[src/rtl/onehot8_to_bin_enc_if.sv]
// onehot8_to_bin_enc_if
//   Valid/ready bus for the 8-to-3 one-hot encoder.
//   Upstream side:   in_valid, in_onehot -> encoder; in_ready <- encoder
//   Downstream side: out_valid, out_code, out_err <- encoder; out_ready -> encoder
//   master: the agent that feeds words and consumes results (bench / parent)
//   slave:  the encoder itself
interface onehot8_to_bin_enc_if;
  logic       in_valid;
  logic       in_ready;
  logic [7:0] in_onehot;
  logic       out_valid;
  logic       out_ready;
  logic [2:0] out_code;
  logic       out_err;

  modport master (
    output in_valid,
    output in_onehot,
    output out_ready,
    input  in_ready,
    input  out_valid,
    input  out_code,
    input  out_err
  );

  modport slave (
    input  in_valid,
    input  in_onehot,
    input  out_ready,
    output in_ready,
    output out_valid,
    output out_code,
    output out_err
  );
endinterface

[src/rtl/onehot8_to_bin_enc.sv]
// onehot8_to_bin_enc
//   Registered 8-to-3 encoder. Takes an 8-bit one-hot word over valid/ready
//   and returns its binary index one cycle later from a single output
//   register stage. Zero or multi-hot words are flagged with out_err; for
//   multi-hot words the index of the highest set bit is returned.
//
// Ports
//   clk      rising-edge clock
//   rst_n    asynchronous active-low reset
//   bus      onehot8_to_bin_enc_if.slave (in_valid/in_ready/in_onehot,
//            out_valid/out_ready/out_code/out_err)
//   cnt_clr  synchronous clear of err_cnt (wins over an increment)
//   err_cnt  saturating count of accepted erroneous words
//
// Build option
//   ONEHOT_ERR_CNT_EN  defined: error counter present.
//                      undefined: err_cnt tied to 0, cnt_clr ignored.
//
// Output stage FSM (state register is out_valid)
//   state | meaning
//   EMPTY | no result held; in_ready=1
//   FULL  | result held in out_code/out_err; waits for out_ready
module onehot8_to_bin_enc #(
  parameter int CNT_W = 8
) (
  input  logic                 clk,
  input  logic                 rst_n,
  onehot8_to_bin_enc_if.slave  bus,
  input  logic                 cnt_clr,
  output logic [CNT_W-1:0]     err_cnt
);

  localparam logic [0:0] EMPTY = 1'b0;
  localparam logic [0:0] FULL  = 1'b1;

  logic [0:0] state;
  logic [0:0] state_nxt;
  logic       accept;
  logic [2:0] enc_code;
  logic       enc_err;
  logic [2:0] code_q;
  logic       err_q;

  assign bus.in_ready  = (state == EMPTY) | bus.out_ready;
  assign accept        = bus.in_valid & bus.in_ready;
  assign bus.out_valid = (state == FULL);
  assign bus.out_code  = code_q;
  assign bus.out_err   = err_q;

  // Ascending scan: the last hit wins, giving the highest set bit for
  // multi-hot words and 0 for the all-zero word.
  always_comb begin
    enc_code = 3'd0;
    for (int i = 0; i < 8; i++) begin
      if (bus.in_onehot[i]) enc_code = 3'(i);
    end
    // x & (x-1) clears the lowest set bit; non-zero leftover means multi-hot.
    enc_err = (bus.in_onehot == 8'h00) |
              ((bus.in_onehot & (bus.in_onehot - 8'd1)) != 8'h00);
  end

  always_comb begin
    state_nxt = state;
    case (state)
      EMPTY:   if (accept) state_nxt = FULL;
      FULL:    if (bus.out_ready && !accept) state_nxt = EMPTY;
      default: state_nxt = EMPTY;
    endcase
  end

  always_ff @(posedge clk or negedge rst_n) begin
    if (!rst_n) begin
      state <= EMPTY;
    end else begin
      state <= state_nxt;
    end
  end

  // Result registers load only on accept and otherwise hold, also after the
  // result has drained.
  always_ff @(posedge clk or negedge rst_n) begin
    if (!rst_n) begin
      code_q <= 3'd0;
      err_q  <= 1'b0;
    end else if (accept) begin
      code_q <= enc_code;
      err_q  <= enc_err;
    end
  end

`ifdef ONEHOT_ERR_CNT_EN
  logic [CNT_W-1:0] cnt_q;

  always_ff @(posedge clk or negedge rst_n) begin
    if (!rst_n) begin
      cnt_q <= '0;
    end else if (cnt_clr) begin
      cnt_q <= '0;
    end else if (accept && enc_err && (cnt_q != {CNT_W{1'b1}})) begin
      cnt_q <= cnt_q + CNT_W'(1);
    end
  end

  assign err_cnt = cnt_q;
`else
  logic cnt_clr_unused;
  assign cnt_clr_unused = cnt_clr;
  assign err_cnt        = '0;
`endif

endmodule
[src/flat_wrapper.sv]
// flat-port wrapper written by rule: the top's interface ports become plain ports
module onehot8_to_bin_enc_flat 
#(
  parameter int CNT_W = 8
)
  (clk, rst_n, cnt_clr, err_cnt, bus_in_valid, bus_in_onehot, bus_out_ready, bus_in_ready, bus_out_valid, bus_out_code, bus_out_err);
  onehot8_to_bin_enc_if bus_i ();
  input  logic clk;
  input  logic rst_n;
  input  logic cnt_clr;
  output logic [CNT_W-1:0] err_cnt;
  input wire logic [$bits(bus_i.in_valid)-1:0] bus_in_valid;
  input wire logic [$bits(bus_i.in_onehot)-1:0] bus_in_onehot;
  input wire logic [$bits(bus_i.out_ready)-1:0] bus_out_ready;
  output wire logic [$bits(bus_i.in_ready)-1:0] bus_in_ready;
  output wire logic [$bits(bus_i.out_valid)-1:0] bus_out_valid;
  output wire logic [$bits(bus_i.out_code)-1:0] bus_out_code;
  output wire logic [$bits(bus_i.out_err)-1:0] bus_out_err;
  assign bus_i.in_valid = bus_in_valid;
  assign bus_i.in_onehot = bus_in_onehot;
  assign bus_i.out_ready = bus_out_ready;
  assign bus_in_ready = bus_i.in_ready;
  assign bus_out_valid = bus_i.out_valid;
  assign bus_out_code = bus_i.out_code;
  assign bus_out_err = bus_i.out_err;
  onehot8_to_bin_enc #(.CNT_W(CNT_W)) u_core (.clk(clk), .rst_n(rst_n), .bus(bus_i), .cnt_clr(cnt_clr), .err_cnt(err_cnt));
endmodule
[config.mk]
export PLATFORM = sky130hd
export DESIGN_NAME = onehot8_to_bin_enc_flat
export DESIGN_NICKNAME = d
export VERILOG_FILES = /design/src/rtl/onehot8_to_bin_enc_if.sv /design/src/rtl/onehot8_to_bin_enc.sv /design/src/flat_wrapper.sv
export SDC_FILE = /design/constraint.sdc
export NUM_CORES = 1
export LEC_CHECK = 0
export BUFFER_PORTS_ARGS = -buffer_cell sky130_fd_sc_hd__buf_2
export CAP_MARGIN = 20
export CORE_AREA = 2 2 39 41
export CTS_CLUSTER_SIZE = 25
export DETAILED_ROUTE_END_ITERATION = 7
export DIE_AREA = 0 0 41 43
export GPL_ROUTABILITY_DRIVEN = 0
export PLACE_DENSITY = 0.6
export SLEW_MARGIN = 20
export SYNTH_ARGS = -nofsm -noshare
export SYNTH_HDL_FRONTEND = slang
export SYNTH_SLANG_ARGS = --single-unit
[constraint.sdc]
create_clock -name clk -period 1.8 [get_ports clk]
set_clock_uncertainty 0.2 [all_clocks]
set_input_delay 0 -clock clk [delete_from_list [all_inputs] [get_ports clk]]
set_output_delay 0 -clock clk [all_outputs]
set_load 0.05 [all_outputs]
* After elaboration in Yosys (flattened, before gate mapping)
Index checks and enable logic that the tools add are counted.
** Word-level totals
- Flip-flop bits (word level) :: 5
- Bits of input ports :: 13
- Word-level logic and storage cells :: 23
** Operators by class
- Add/subtract/negate cells :: 1
- Multiplexer cells :: 10
- Bitwise operators :: 5
- Reductions and logical operators :: 4
** Operator list (number)
- $mux W3 :: 6
- $and A8 B8 Y8 :: 1
- $logic_not A8 Y1 :: 1
- $reduce_bool A8 Y1 :: 1
- $sub A8 B1 Y8 const B :: 1
- $mux W1 :: 3
- $or A1 B1 Y1 :: 2
- $pmux W1 S2 :: 1
- $and A1 B1 Y1 :: 1
- $logic_and A1 B1 Y1 :: 1
- $logic_not A1 Y1 :: 1
- $not A1 Y1 :: 1

* Logic depth before layout (Yosys ltp)
- Word-level depth :: 7
- Depth in mapped cells :: 4
- Depth with buffers taken out :: 4

* Least setup slack after synthesis
No wires, ideal clock.
- Path kind :: register -> register
- From :: register u_core.state, in the netlist u_core.bus.out_valid
- To :: register u_core.err_q, in the netlist u_core.bus.out_err
- Setup time :: 0.126 ns
- Data arrival time :: 1.774 ns
- Data required time :: 1.474 ns
- Path slack :: -0.300 ns
- Cell stages (with the launch flop) :: 5
- Clock period less this slack :: 2.100 ns
- Cell sequence :: dfrtp_1 nand2b_1 nand2_1 a221o_1 o32a_1
** Between the ends
- Word-level cells in the longest chain between the ends :: 3
** RTL lines
- start, declared :: RTL line onehot8_to_bin_enc.sv:36 : logic [0:0] state;
- start signal, assigned :: RTL line onehot8_to_bin_enc.sv:75 : state <= state_nxt;
- $not A1 Y1 :: RTL line onehot8_to_bin_enc.sv:44 : assign bus.in_ready = (state == EMPTY) | bus.out_ready;
- $or A1 B1 Y1 :: RTL line onehot8_to_bin_enc.sv:44
- net bus_in_ready :: RTL line flat_wrapper.sv:15 : output wire logic [$bits(bus_i.in_ready)-1:0] bus_in_ready;
- $and A1 B1 Y1 :: RTL line onehot8_to_bin_enc.sv:45 : assign accept = bus.in_valid & bus.in_ready;
- end signal, assigned :: RTL line onehot8_to_bin_enc.sv:87 : err_q <= enc_err;
- end, declared :: RTL line onehot8_to_bin_enc.sv:42 : logic err_q;
The timed path passes the listed nets, and every way through them passes these cells.
A chain may end at the register's enable or synchronous reset.

* Worst setup path after layout
- From :: input port bus_in_onehot[4]
- To :: register u_core.code_q[2], in the netlist u_core.bus.out_code[2]
** Between the ends
- Word-level cells in the longest chain between the ends :: 4
** RTL lines
- start, declared :: RTL line flat_wrapper.sv:13 : input wire logic [$bits(bus_i.in_onehot)-1:0] bus_in_onehot;
- $mux W3 (4 in a row) :: RTL line onehot8_to_bin_enc.sv:55 : if (bus.in_onehot[i]) enc_code = 3'(i);
- end signal, assigned :: RTL line onehot8_to_bin_enc.sv:86 : code_q <= enc_code;
- end, declared :: RTL line onehot8_to_bin_enc.sv:41 : logic [2:0] code_q;
No other way between the ends.

==> summary.txt <==
Outcome
  • Run status: completed

Setup path
  • Kind of cell adding the most delay to the critical path: buffers and inverters
  • RR Endpoint: u_core.bus.out_code[1]$_DFFE_PN0P_
  • Critical path arrival: 1640 ps
  • Worst Setup Start Kind: input pin
  • Reg2Reg Launch Point: u_core.bus.out_valid$_DFF_PN0_
  • Worst path required time: 1720 ps
  • Most Frequent Cell on Critical Path: dlygate4sd3_1
  • Critical path type: input pin to flip-flop
  • CP max stage delay: between 500 and 600 ps
  • R2R setup slack: between 100 and 150 ps
  • R2R depth: 5
  • Max FO, Critical Path: 5
  • Worst setup EP type: flip-flop
  • Slowest cell on crit path: dlygate4sd3_1
  • Cell breakdown of the critical path: dlygate4sd3_1 -> buf_2 -> nor4_2 -> dlygate4sd3_1 -> o21ai_0
  • Worst path bufs/invs: 3

Global route
  • GRT Overall Usage: 12.6%
  • Vias in the first global route: 373
  • Initial antenna violation count: 0
  • Overflow after GRT: 0
  • Largest net degree at the start of global routing: 6
  • First-pass GRT wire length: ~1500 microns

Floorplan
  • Die Wd: just over 40 microns
  • Rows: 14
  • Die ar.: 1760 sq um
  • Starting Density: 26.5%
  • Core area: about 1400 sq um
  • Die Ht: 43 microns
  • Top-level I/O count: 27

STA
  • RSZ-0062 raised after global routing: no
  • Fin crit period: 1720 ps
  • Final worst slack: 77.8 ps
  • Setup TNS: 0 ps
  • Final Hold Fails: 0
  • Max Clk Rate: 581 MHz
  • Final setup viols: 0
  • Part of the cycle the worst path needs: between 90% and 100%
  • Final slew viol count: 0

Layout
  • Most frequent cells in the layout: buf_2 (17), dlygate4sd3_1 (15), conb_1 (8)
  • Commonest non-fill, non-tap cell in the layout: buf_2
  • Synthesis-to-layout area growth: 71.7%
  • Fillers: 152
  • Fin util: around 45%
  • Fraction of layout cells with a size suffix above 1: around 34%
  • Number of diodes: 0
  • Final net count: between 90 and 100

Logic synthesis
  • Syn Inst Count: 42
  • Distinct cells, synth: 22
  • Post-synthesis adder-cell area fraction: 2.73%
  • Register area share after synthesis: roughly a third
  • Compound-gate portion of the synthesized area: 15.4%
  • Syn Area/Cell: 8.73 sq um
  • Largest family of logic cells by synthesized area: simple AND/OR/NAND/NOR gates
  • Synth Area in XOR/XNOR: about 2.4%
  • Mux share of post-synthesis cell area: 0%
  • Yosys reg bits: 5
  • Synth warn: 0
  • Post-synthesis simple-gate area fraction: between 20 and 30%
  • Netlist Area Pre-Place: 367 sq um

Placed design
  • I/O Buffers: 17
  • Placement Setup Slack: 160 ps
  • HPWL Detailed: 672 microns

Route
  • Vias/cell: ~4.2
  • Vias: 392
  • DR iter-0 viols: 2
  • DRC: 0
  • Final Routed Wirelength: 980 microns
  • Final antenna-violating net count: 0
  • DR pass1 iterations: 4
  • WL/cell: 10.5 microns

Hold path
  • Hold WC Path Type: input pin to flip-flop
  • Hold worst-path end: u_core.bus.out_code[2]$_DFFE_PN0P_
  • Min-delay src: bus_out_ready
  • Hold path cells: 5

Clocking
  • TritonCTS clock tree: yes
  • Clk_lat worst skew: between 200 and 250 ps
  • Max Root-Sink Buffers: 2
  • Clk slew on worst S/H paths: approximately 50 ps
  • Setup Buffers After CTS: 0
  • CTS Buf Count: 3
  • CTS sink count: 5
  • Root Buffer: clkbuf_4
  • H-tree lvl count: 1

Power and ir drop
  • Power Density: 700 nW/um^2
  • Leakage: 0.279 nW
  • IR drop worst, VDD: 0.000173 V

Job
  • Total of max-cap violations: 0
[routing by layer]
metal	vias up	part of all wire (%)	track usage (%)
met4	0	0	8.00
met5	-	0	0
li1	202	-	-
met3	0	7.9	1.57
met1	174	40	15.4
met2	16	52	19.4
[synth_stat cells, drive strengths merged]
library cell,n,area share (%)
conb,1,1.0
a31oi,1,1.7
nand2b,2,3.4
o21ai,1,1.4
a21oi,2,2.7
nand2,3,3.1
and2,1,1.7
or2,1,1.7
a211oi,1,2.0
o32a,1,2.7
or4,1,3.1
xnor2,1,2.4
o21bai,1,2.0
or2b,1,2.0
dfrtp,5,34
nor2,5,5.1
a221o,1,2.7
buf,8,16
nor4,3,6.8
inv,1,1.0
maj3,1,2.7
[cell families after synthesis]
kind of cell / count (synthesis)
adders and majority gates: 1
and+or+nand+nor: 17
AOI/OAI and AO/OA: 8
other: 1
xor gates and xnor gates: 1
DFF: 5
buffers and inverters: 9
[worst max path at each step]
| stage | from | to | depth (start not counted) |
|---|---|---|---|
| 3_3_place_gp | bus_in_onehot[1] | u_core.bus.out_err$_DFFE_PN0P_ | 5 |
| 3_5_place_dp | bus_in_onehot[1] | u_core.bus.out_err$_DFFE_PN0P_ | 5 |
| 5_1_grt | bus_in_onehot[4] | u_core.bus.out_code[2]$_DFFE_PN0P_ | 5 |
| 6_report | bus_in_onehot[4] | u_core.bus.out_code[2]$_DFFE_PN0P_ | 5 |
| 2_1_floorplan | u_core.bus.out_valid$_DFF_PN0_ | u_core.bus.out_err$_DFFE_PN0P_ | 4 |
| 4_1_cts | bus_in_onehot[4] | u_core.bus.out_code[2]$_DFFE_PN0P_ | 5 |
[per-stage QoR]
stage               hold slack (ps)  total power (W)  cell area (sq um)  instances
floorplan                      -496         0.000252                402         49
global placement               -382         0.000276                447         74
global route                    107         0.000466                629         93
finish                         58.6         0.000440                629         93
detailed placement             -379         0.000278                447         74
CTS                            69.2         0.000440                623         93
[layout make-up]
class | count | area (sq um) | share of cell area (%)
inverters | 1 | 3.75 | 0.596
clock buffers | 4 | 26.3 | 4.17
flip-flops and latches | 5 | 126 | 20.1
well taps | 16 | 20.0 | 3.18
repair buffers | 32 | 235 | 37.4
multi-input cells | 35 | 218 | 34.6
[registers in the layout, indices dropped and copies added, names as in the netlist]
| register | flops |
|---|---|
| u_core.bus.out_code | 3 |
| u_core.bus.out_valid | 1 |
| u_core.bus.out_err | 1 |
[tightest hold or removal path, delay by kind of cell]
kind / cells / cell delay (ps)
AO/OA/AOI/OAI: 1 / 70
buffers and inverters: 1 / 80
AND/OR/NAND/NOR: 3 / 300
[timing repair]
action / 4_1_cts / 5_1_grt
setup endpoints to repair: 0 / 1
hold buffers: 15 / 0
resized for setup: 0 / 1
hold endpoints to repair: 10 / 0
[power breakdown]
part	switching (W)	internal [W]
sequential	0.00000650	0.000123
combinational	0.000119	0.0000590
clock	0.0000490	0.0000840
Note: power is estimated with default switching activity, not from simulation.
